===== config.mk =====
export PLATFORM = sky130hd
export DESIGN_NAME = systolic_skew_feeder
export DESIGN_NICKNAME = d
export VERILOG_FILES = /design/src/rtl/systolic_skew_feeder.sv
export SDC_FILE = /design/constraint.sdc
export NUM_CORES = 2
export LEC_CHECK = 0
export BUFFER_PORTS_ARGS = -buffer_cell sky130_fd_sc_hd__buf_2
export CORE_ASPECT_RATIO = 0.9
export CORE_MARGIN = 2
export CORE_UTILIZATION = 30
export CTS_CLUSTER_DIAMETER = 100
export CTS_CLUSTER_SIZE = 24
export DETAILED_ROUTE_END_ITERATION = 10
export PLACE_DENSITY = 0.51
export SKIP_LAST_GASP = 1
export SLEW_MARGIN = 20
export SYNTH_ARGS = -nofsm -noshare
export SYNTH_HDL_FRONTEND = slang
export SYNTH_SLANG_ARGS = --single-unit

===== constraint.sdc =====
create_clock -name clk -period 6.19 [get_ports clk]
set_clock_uncertainty 0.05 [all_clocks]
set_input_delay 0.9285 -clock clk [delete_from_list [all_inputs] [get_ports clk]]
set_output_delay 0.9285 -clock clk [all_outputs]
set_load 0.01 [all_outputs]

===== src/rtl/systolic_skew_feeder.sv =====
// Operand staging and diagonal skew feeder for the 5x5 systolic PE array.
// Holds one A tile (rows x K) and one B tile (K x cols). On go, it streams the
// tiles into the array lanes with a per-lane diagonal delay, asserts start for
// the whole stream, and then waits for the array's done pulse.
module systolic_skew_feeder #(
  parameter int DATA_WIDTH = 16,
  parameter int ARRAY_DIM  = 5,
  parameter int KMAX       = 5
) (
  input  logic                            clk,
  input  logic                            reset,
  input  logic                            wr_en,
  input  logic                            wr_sel,
  input  logic [2:0]                      wr_row,
  input  logic [2:0]                      wr_col,
  input  logic [DATA_WIDTH-1:0]           wr_data,
  input  logic                            go,
  input  logic [2:0]                      filter_size,
  input  logic                            array_done,
  output logic                            busy,
  output logic                            start,
  output logic [ARRAY_DIM*DATA_WIDTH-1:0] a_out,
  output logic [ARRAY_DIM*DATA_WIDTH-1:0] b_out,
  output logic [2:0]                      k_out,
  output logic                            tile_done,
  output logic                            err
);

  typedef enum logic [1:0] {IDLE, STREAM, WAIT_DONE} state_t;

  localparam logic [2:0] DIM_LIM = 3'(ARRAY_DIM);
  localparam logic [2:0] K_LIM   = 3'(KMAX);

  state_t                          state_q, state_d;
  logic [3:0]                      t_q, t_d;
  logic [2:0]                      k_q, k_d;
  logic                            start_q, start_d;
  logic                            tile_done_q, tile_done_d;
  logic                            err_q, err_d;
  logic [ARRAY_DIM*DATA_WIDTH-1:0] a_lane_q, a_lane_d;
  logic [ARRAY_DIM*DATA_WIDTH-1:0] b_lane_q, b_lane_d;
  logic [3:0]                      last_t;
  logic [3:0]                      lane_off;

  // A buffer indexed [row i][k], B buffer indexed [k][col j]
  logic [DATA_WIDTH-1:0] a_buf_q [ARRAY_DIM][KMAX];
  logic [DATA_WIDTH-1:0] a_buf_d [ARRAY_DIM][KMAX];
  logic [DATA_WIDTH-1:0] b_buf_q [KMAX][ARRAY_DIM];
  logic [DATA_WIDTH-1:0] b_buf_d [KMAX][ARRAY_DIM];

  // Final stream cycle: the array's last-row completion count K+8
  assign last_t = {1'b0, k_q} + 4'd8;

  // Tile buffer write port: only open in IDLE, out-of-range indices dropped
  always_comb begin
    a_buf_d = a_buf_q;
    b_buf_d = b_buf_q;
    if (wr_en && state_q == IDLE) begin
      if (!wr_sel) begin
        if (wr_row < DIM_LIM && wr_col < K_LIM) a_buf_d[wr_row][wr_col] = wr_data;
      end else begin
        if (wr_row < K_LIM && wr_col < DIM_LIM) b_buf_d[wr_row][wr_col] = wr_data;
      end
    end
  end

  // Control FSM next-state: go validation, stream counter, done handshake
  always_comb begin
    state_d     = state_q;
    t_d         = t_q;
    k_d         = k_q;
    err_d       = 1'b0;
    tile_done_d = 1'b0;
    case (state_q)
      IDLE: begin
        if (go) begin
          if (filter_size != 3'd0 && filter_size <= K_LIM) begin
            k_d     = filter_size;
            t_d     = 4'd0;
            state_d = STREAM;
          end else begin
            err_d = 1'b1;
          end
        end
      end
      STREAM: begin
        if (t_q == last_t) state_d = WAIT_DONE;
        else               t_d     = t_q + 4'd1;
      end
      WAIT_DONE: begin
        if (array_done) begin
          tile_done_d = 1'b1;
          state_d     = IDLE;
        end
      end
      default: state_d = IDLE;
    endcase
  end

  // Skewed lane data: lane n is delayed by n cycles, zero outside its K-window
  always_comb begin
    start_d  = (state_q == STREAM);
    a_lane_d = '0;
    b_lane_d = '0;
    lane_off = '0;
    if (state_q == STREAM) begin
      for (int n = 0; n < ARRAY_DIM; n++) begin
        lane_off = t_q - 4'(n);
        if (t_q >= 4'(n) && lane_off < {1'b0, k_q}) begin
          a_lane_d[n*DATA_WIDTH +: DATA_WIDTH] = a_buf_q[n][lane_off[2:0]];
          b_lane_d[n*DATA_WIDTH +: DATA_WIDTH] = b_buf_q[lane_off[2:0]][n];
        end
      end
    end
  end

  // State, buffers and registered outputs; reset clears everything
  always_ff @(posedge clk) begin
    if (reset) begin
      state_q     <= IDLE;
      t_q         <= '0;
      k_q         <= '0;
      start_q     <= 1'b0;
      tile_done_q <= 1'b0;
      err_q       <= 1'b0;
      a_lane_q    <= '0;
      b_lane_q    <= '0;
      a_buf_q     <= '{default: '0};
      b_buf_q     <= '{default: '0};
    end else begin
      state_q     <= state_d;
      t_q         <= t_d;
      k_q         <= k_d;
      start_q     <= start_d;
      tile_done_q <= tile_done_d;
      err_q       <= err_d;
      a_lane_q    <= a_lane_d;
      b_lane_q    <= b_lane_d;
      a_buf_q     <= a_buf_d;
      b_buf_q     <= b_buf_d;
    end
  end

  assign busy      = (state_q != IDLE);
  assign start     = start_q;
  assign a_out     = a_lane_q;
  assign b_out     = b_lane_q;
  assign k_out     = k_q;
  assign tile_done = tile_done_q;
  assign err       = err_q;

endmodule


=== Word-level counts from Yosys, hierarchy flattened ===
Cells that the tools add are included.

* Add/sub/neg operators: 6
* Order comparisons: 22
* Eq/ne operators: 8
* Muxes and demuxes: 47
* Bitwise gates (word level): 17
* Reductions and logical operators: 26

{| class="wikitable"
|+ Operators by type and width
! kind !! number
|-
| binary-select mux 80 bit (select 3 bit) || 5
|-
| bitwise mux 400 bit || 2
|-
| binary-select mux 16 bit (select 3 bit) || 5
|-
| demux 80 bit (select 3 bit) || 1
|-
| 2-to-1 mux 80 bit || 3
|-
| 2-to-1 mux 16 bit || 13
|-
| 2-to-1 mux 64 bit || 2
|-
| 2-to-1 mux 48 bit || 2
|-
| 2-to-1 mux 32 bit || 2
|-
| demux 16 bit (select 3 bit) || 1
|-
| greater-or-equal comparator 4 bit (second input constant) || 7
|-
| NOT 3 -> 4 bit || 7
|-
| less-than comparator 4 x 3 -> 1 bit || 5
|-
| OR reduction 3 bit || 6
|-
| 2-to-1 mux 4 bit || 3
|-
| logical AND 1 bit || 10
|-
| NOT 1 bit || 10
|-
| AND reduction 3 bit || 3
|-
| greater-or-equal comparator 4 x 1 -> 1 bit (second input constant) || 2
|-
| greater-or-equal comparator 4 x 2 -> 1 bit (second input constant) || 2
|-
| less-than comparator 4 x 1 -> 1 bit (second input constant) || 2
|-
| 2-to-1 mux 2 bit || 4
|-
| one-hot mux 4 bit (2 select lines) || 1
|-
| AND reduction 4 bit || 2
|-
| other kinds (19) || 26
|}

* Register bits after elaboration: 972
* Input port bits: 31
* Output and inout bits: 167
* Word-level logic and storage cells: 192

=== Longest topological paths before layout ===
* Depth in word-level cells: 8
* Gate-level depth with buffers: 12
* Mapped depth without buffers: 8

=== Worst setup path before layout ===
Ideal clock, no wire load.

* Path type: register to register
* Start point: register t_q[2]
* End point: register a_lane_q[32] (netlist: a_out[32])
* Setup time: 0.128 ns
* Data arrival time: 2.680 ns
* Data required time: 6.012 ns
* Setup slack: 3.333 ns
* Cell stages (with the launch flop): 13
* Path buffers: 5
* Path through: dfxtp_1 -> buf_2 -> clkinv_1 -> clkbuf_1 -> ha_1 -> clkbuf_1 -> clkbuf_1 -> inv_1 -> ha_1 -> o21ai_0 -> nand4_1 -> clkbuf_1 -> nor2_1

* Cells in the longest elaborated chain, start to end: 5
* Elaborated cells between the ends (all ways): 10
* Those cells by class: add/sub: 1; order compare: 2; mux: 3; bitwise: 2; reduce/logical: 2

{| class="wikitable"
|+ Ends and longest elaborated chain
! item !! RTL line !! source
|-
| from (decl) || 35 || <nowiki>logic [3:0] t_q, t_d;</nowiki>
|-
| from (signal assigned) || 132 || <nowiki>t_q <= t_d;</nowiki>
|-
| subtractor 4 x 2 -> 4 bit || 108 || <nowiki>lane_off = t_q - 4'(n);</nowiki>
|-
| less-than comparator 4 x 3 -> 1 bit or NOT 3 -> 4 bit (tied branches) || 109, 110 ||
|-
| logical AND 1 bit or binary-select mux 16 bit (select 3 bit) (tied branches) || 109, 110 ||
|-
| NOT 1 bit (no line) or 2-to-1 mux 16 bit (tied branches) || n/a ||
|-
| OR reduction 3 bit (no line) or 2-to-1 mux 16 bit (tied branches) || n/a ||
|-
| to (signal assigned) || 137 || <nowiki>a_lane_q <= a_lane_d;</nowiki>
|-
| to (decl) || 40 || <nowiki>logic [ARRAY_DIM*DATA_WIDTH-1:0] a_lane_q, a_lane_d;</nowiki>
|}

Several ways; a longest one is shown, not always the timed one. The select of a mux whose other input is x is not followed.
A chain may end at the register's enable or synchronous reset.

=== Worst setup path in the final report ===
* Start point: register t_q[1]
* End point: register b_lane_q[19] (netlist: b_out[19])

* Cells in the longest elaborated chain, start to end: 5
* Elaborated cells between the ends (all ways): 10
* Those cells by class: add/sub: 1; order compare: 2; mux: 3; bitwise: 2; reduce/logical: 2

{| class="wikitable"
|+ Ends and longest elaborated chain
! item !! RTL line !! source
|-
| subtractor 4 x 1 -> 4 bit || 108 ||
|-
| less-than comparator 4 x 3 -> 1 bit or NOT 3 -> 4 bit (tied branches) || 109, 111 ||
|-
| logical AND 1 bit or binary-select mux 80 bit (select 3 bit) (tied branches) || 109, 111 ||
|-
| NOT 1 bit (no line) or 2-to-1 mux 64 bit (tied branches) || n/a ||
|-
| OR reduction 3 bit (no line) or 2-to-1 mux 64 bit (tied branches) || n/a ||
|-
| to (signal assigned) || 138 || <nowiki>b_lane_q <= b_lane_d;</nowiki>
|-
| to (decl) || 41 || <nowiki>logic [ARRAY_DIM*DATA_WIDTH-1:0] b_lane_q, b_lane_d;</nowiki>
|}

Several ways; a longest one is shown, not always the timed one. The select of a mux whose other input is x is not followed.

==> impl_metrics.ini <==
[status]
status = finished clean

[cts]
h-tree-depth = 2
cts_buffers = 47
clk_pin_slew_ns = 0.10
clk_path_buf_depth = 3
cts_tree = built
post-cts-setup-buffer-count = 0
cts_hold_buffers = 0
clock_latency_ns = 0.68
clock-sinks = 972
cts-root-buf = clkbuf_16
ctsResizeCount = 0

[floorplan]
die_x_um = 384
initial_core_util_pct = 30.2
ios = 198
dieArea_um2 = 133000
coreArea_um2 = 129000
die_h_um = 346
fp-row-count = 125

[sta]
slew_headroom_pct = 22.5
min_period_over_period_pct = 68.2
rsz0062_at_grt = false
fmax_mhz = 237
setup_viol = 0
worst_pin_slew_ns = 1.15
finalSetupTns_ns = 0
period_minus_slack_ns = 4.22
finalHoldViolations = 0
post-route-worst-setup-slack_ns = 1.97
drv_slew = 0

[synth]
post_synth_instance_area_um2 = 39000
seq_area_frac_synth_pct = 49.9
synth_area_per_cell_um2 = 9.31
synth_top_area_share_pct = 49.9
yosys.area_share.adder_pct = 0.642
yosys.area_share.simple_pct = 19.5
synth-compound-area-share_pct = 11.6
ys_async_sr_fraction_pct = 0
syn_nets = 4238
synthMuxAreaShare_pct = 13.4
netlist_instances = 4187
synth_edf_count = 0
yosys.area.top_type = dfxtp_1
synth_seq_cells = 972
synth_top_family_by_area = simple AND/OR/NAND/NOR gates
ys_types = 59
synth_area_leaders = dfxtp_1 (50%), nand2_1 (9.9%), mux4_2 (9.2%)
synthFlopType = dfxtp_1
synth-xor-area-share_pct = 0.157
synth-warning-count = 0

[detailed_routing]
firstDrtPassIters = 5
vias_per_cell = 5.13
vias = 29982
drc = 0
routed_wl_mm = 128
wl_per_cell_um = 21.9
ant_nets = 0
drtIter0Drc = 2969

[global_routing]
grt_max_degree = 214
grt.overflow.total = 0
grt_pass1_wl_mm = 189
grt_antenna_before_repair = 12
grt_pass1_vias = 27801
grt_use_total_pct = 18.7

[min_path]
min_path_type = reg -> reg
hp-start = b_buf_q[122]$_SDFFE_PP0P_
holdPathEnd = b_buf_q[122]$_SDFFE_PP0P_
holdPathStages = 2

[power_and_ir_drop]
irDropWorstVdd_mv = 0.184
swShare_pct = 25.6
p_clk_share_pct = 33.7
p_comb_share_pct = 6.7
p_leak_nw = 14.2
pwr_density_cell_nw_per_um2 = 249
p_seq_share_pct = 59.6
power_switching_mw = 2.69
intPower_mw = 7.84
power_mw = 10.5

[critical_path]
startpoint_type = flip-flop
path_max_fanout = 48
cpPeakStageDelay_ns = 0.97
crit_type = reg -> reg
path_common_cell = inv_1
r2r_slack_ns = 1.97
cp-end-kind = flip-flop
r2r-start = t_q[1]$_SDFFE_PP0P_
rr_endpoint = b_out[19]$_SDFF_PP0_
cp_cell_sequence = inv_1 > ha_4 > inv_1 > ha_1 > nor2b_1 > o21ai_0 > nand4_1 > buf_4 > nor2_1
worstPathArrival_ns = 4.77
cp.required_ns = 6.74
r2r_cells = 9
slowest_stage = dfxtp_4

[cells_and_area]
synthToLayoutAreaGrowth_pct = 8.75
drive_gt1_share_pct = 13.5
final_cell_mix = nand2_1 (1,026), dfxtp_1 (969), a21oi_1 (516), nor2_1 (333), buf_2 (196)
fin_nets = 4174
post-route-util_pct = 32.9
fill_cells = 13245
design_area_um2 = 42400
layout_commonest_cell = nand2_1

[place]
dpl.hpwl_mm = 76.7
port_buffers = 197
place_ws_ns = 1.90
gp_congestion = 0.789
place_area_um2 = 41000

[flow_run]
drv_cap = 0
## synth_stat cells, drive strengths merged (4+ instances only)
master and n:
o21ai 133, nand2b 18, and4bb 4, nand4 42, mux2i 163, nand3 9
nor4 26, nor3 16, inv 12, buf 125, nor4b 5, and4 4
dfxtp 972, clkbuf 266, nor3b 6, mux4 160, xnor2 5, nand3b 129
ha 20, nor2 333, a21oi 516, or3b 5, nand2 1026, a22oi 160
and3 4
## worst max-delay path: cells and delay by family (launching register included)
family / cells / cell delay [ns]
buffers and inverters: 3 / 1.08
AND/OR/NAND/NOR: 3 / 0.97
adder cells (fa/ha/maj): 2 / 0.90
AO/OA/AOI/OAI: 1 / 0.14
flip-flops: 1 / 0.97
## metrics by stage
step	instances	hold slack [ns]
final	5850	0.401
after global placement	5775	0.384
after CTS	5838	0.406
after floorplan	4187	0.379
after global routing	5847	0.415
after detailed placement	5779	0.392
## sequential cells by signal, indices dropped and copies added (netlist names)
register and flops:
start 1, b_out 80, t_q 4, k_out 3
state_q 2, err 1, a_buf_q 400, b_buf_q 400
a_out 80, tile_done 1
## layer usage
metal / vias to the layer above / track usage (%) / wire length [um]
met5: - / 0 / 42
met4: 6 / 4.31 / 2480
met3: 117 / 2.60 / 8600
met2: 896 / 28.9 / 57800
met1: 14813 / 27.2 / 59400
li1: 14150 / - / -
## cell families (layout without fill, tap and decap cells)
logic type                 after synthesis  after routing
xor gates and xnor gates                 7              7
buffers and inverters                  404            350
DFF                                    972            972
adders and majority gates               20             20
muxes                                  323            323
AOI/OAI and AO/OA                      818            818
and+or+nand+nor                       1643           1643
other                                    0              3
## final cells by class
cell class	instances	area [um^2]	share of cell area [%]
well taps	1714	2140	5.06
clock buffers	53	1220	2.88
multi-input cells	2811	17800	41.9
repair buffers	278	1680	3.96
inverters	13	48.8	0.115
flip-flops and latches	972	19500	45.9
clock inverters	6	66.3	0.156
diodes	3	7.51	0.0177
## worst max-delay path by stage
stage | cells past startpoint | slack, ns | from | to
finish | 9 | 1.97 | t_q[1]$_SDFFE_PP0P_ | b_out[19]$_SDFF_PP0_
global route | 9 | 1.62 | t_q[1]$_SDFFE_PP0P_ | b_out[19]$_SDFF_PP0_
CTS | 9 | 1.87 | t_q[0]$_SDFFE_PP0P_ | b_out[19]$_SDFF_PP0_
detailed placement | 9 | 1.90 | t_q[0]$_SDFFE_PP0P_ | b_out[19]$_SDFF_PP0_
global placement | 9 | 1.99 | t_q[0]$_SDFFE_PP0P_ | a_out[56]$_SDFF_PP0_
floorplan | 12 | 3.33 | t_q[2]$_SDFFE_PP0P_ | a_out[32]$_SDFF_PP0_
## power by group through the flow
| stage | logic, mW | clock network [mW] | registers [mW] |
|---|---|---|---|
| after floorplan | 0.455 | 0 | 6.41 |
| after global placement | 0.688 | 0 | 6.43 |
| after detailed placement | 0.690 | 0 | 6.43 |
| after CTS | 0.691 | 3.68 | 6.29 |
| after global routing | 0.743 | 3.89 | 6.28 |
| final | 0.707 | 3.55 | 6.28 |
No activity file was read; power rests on OpenSTA's default activity.
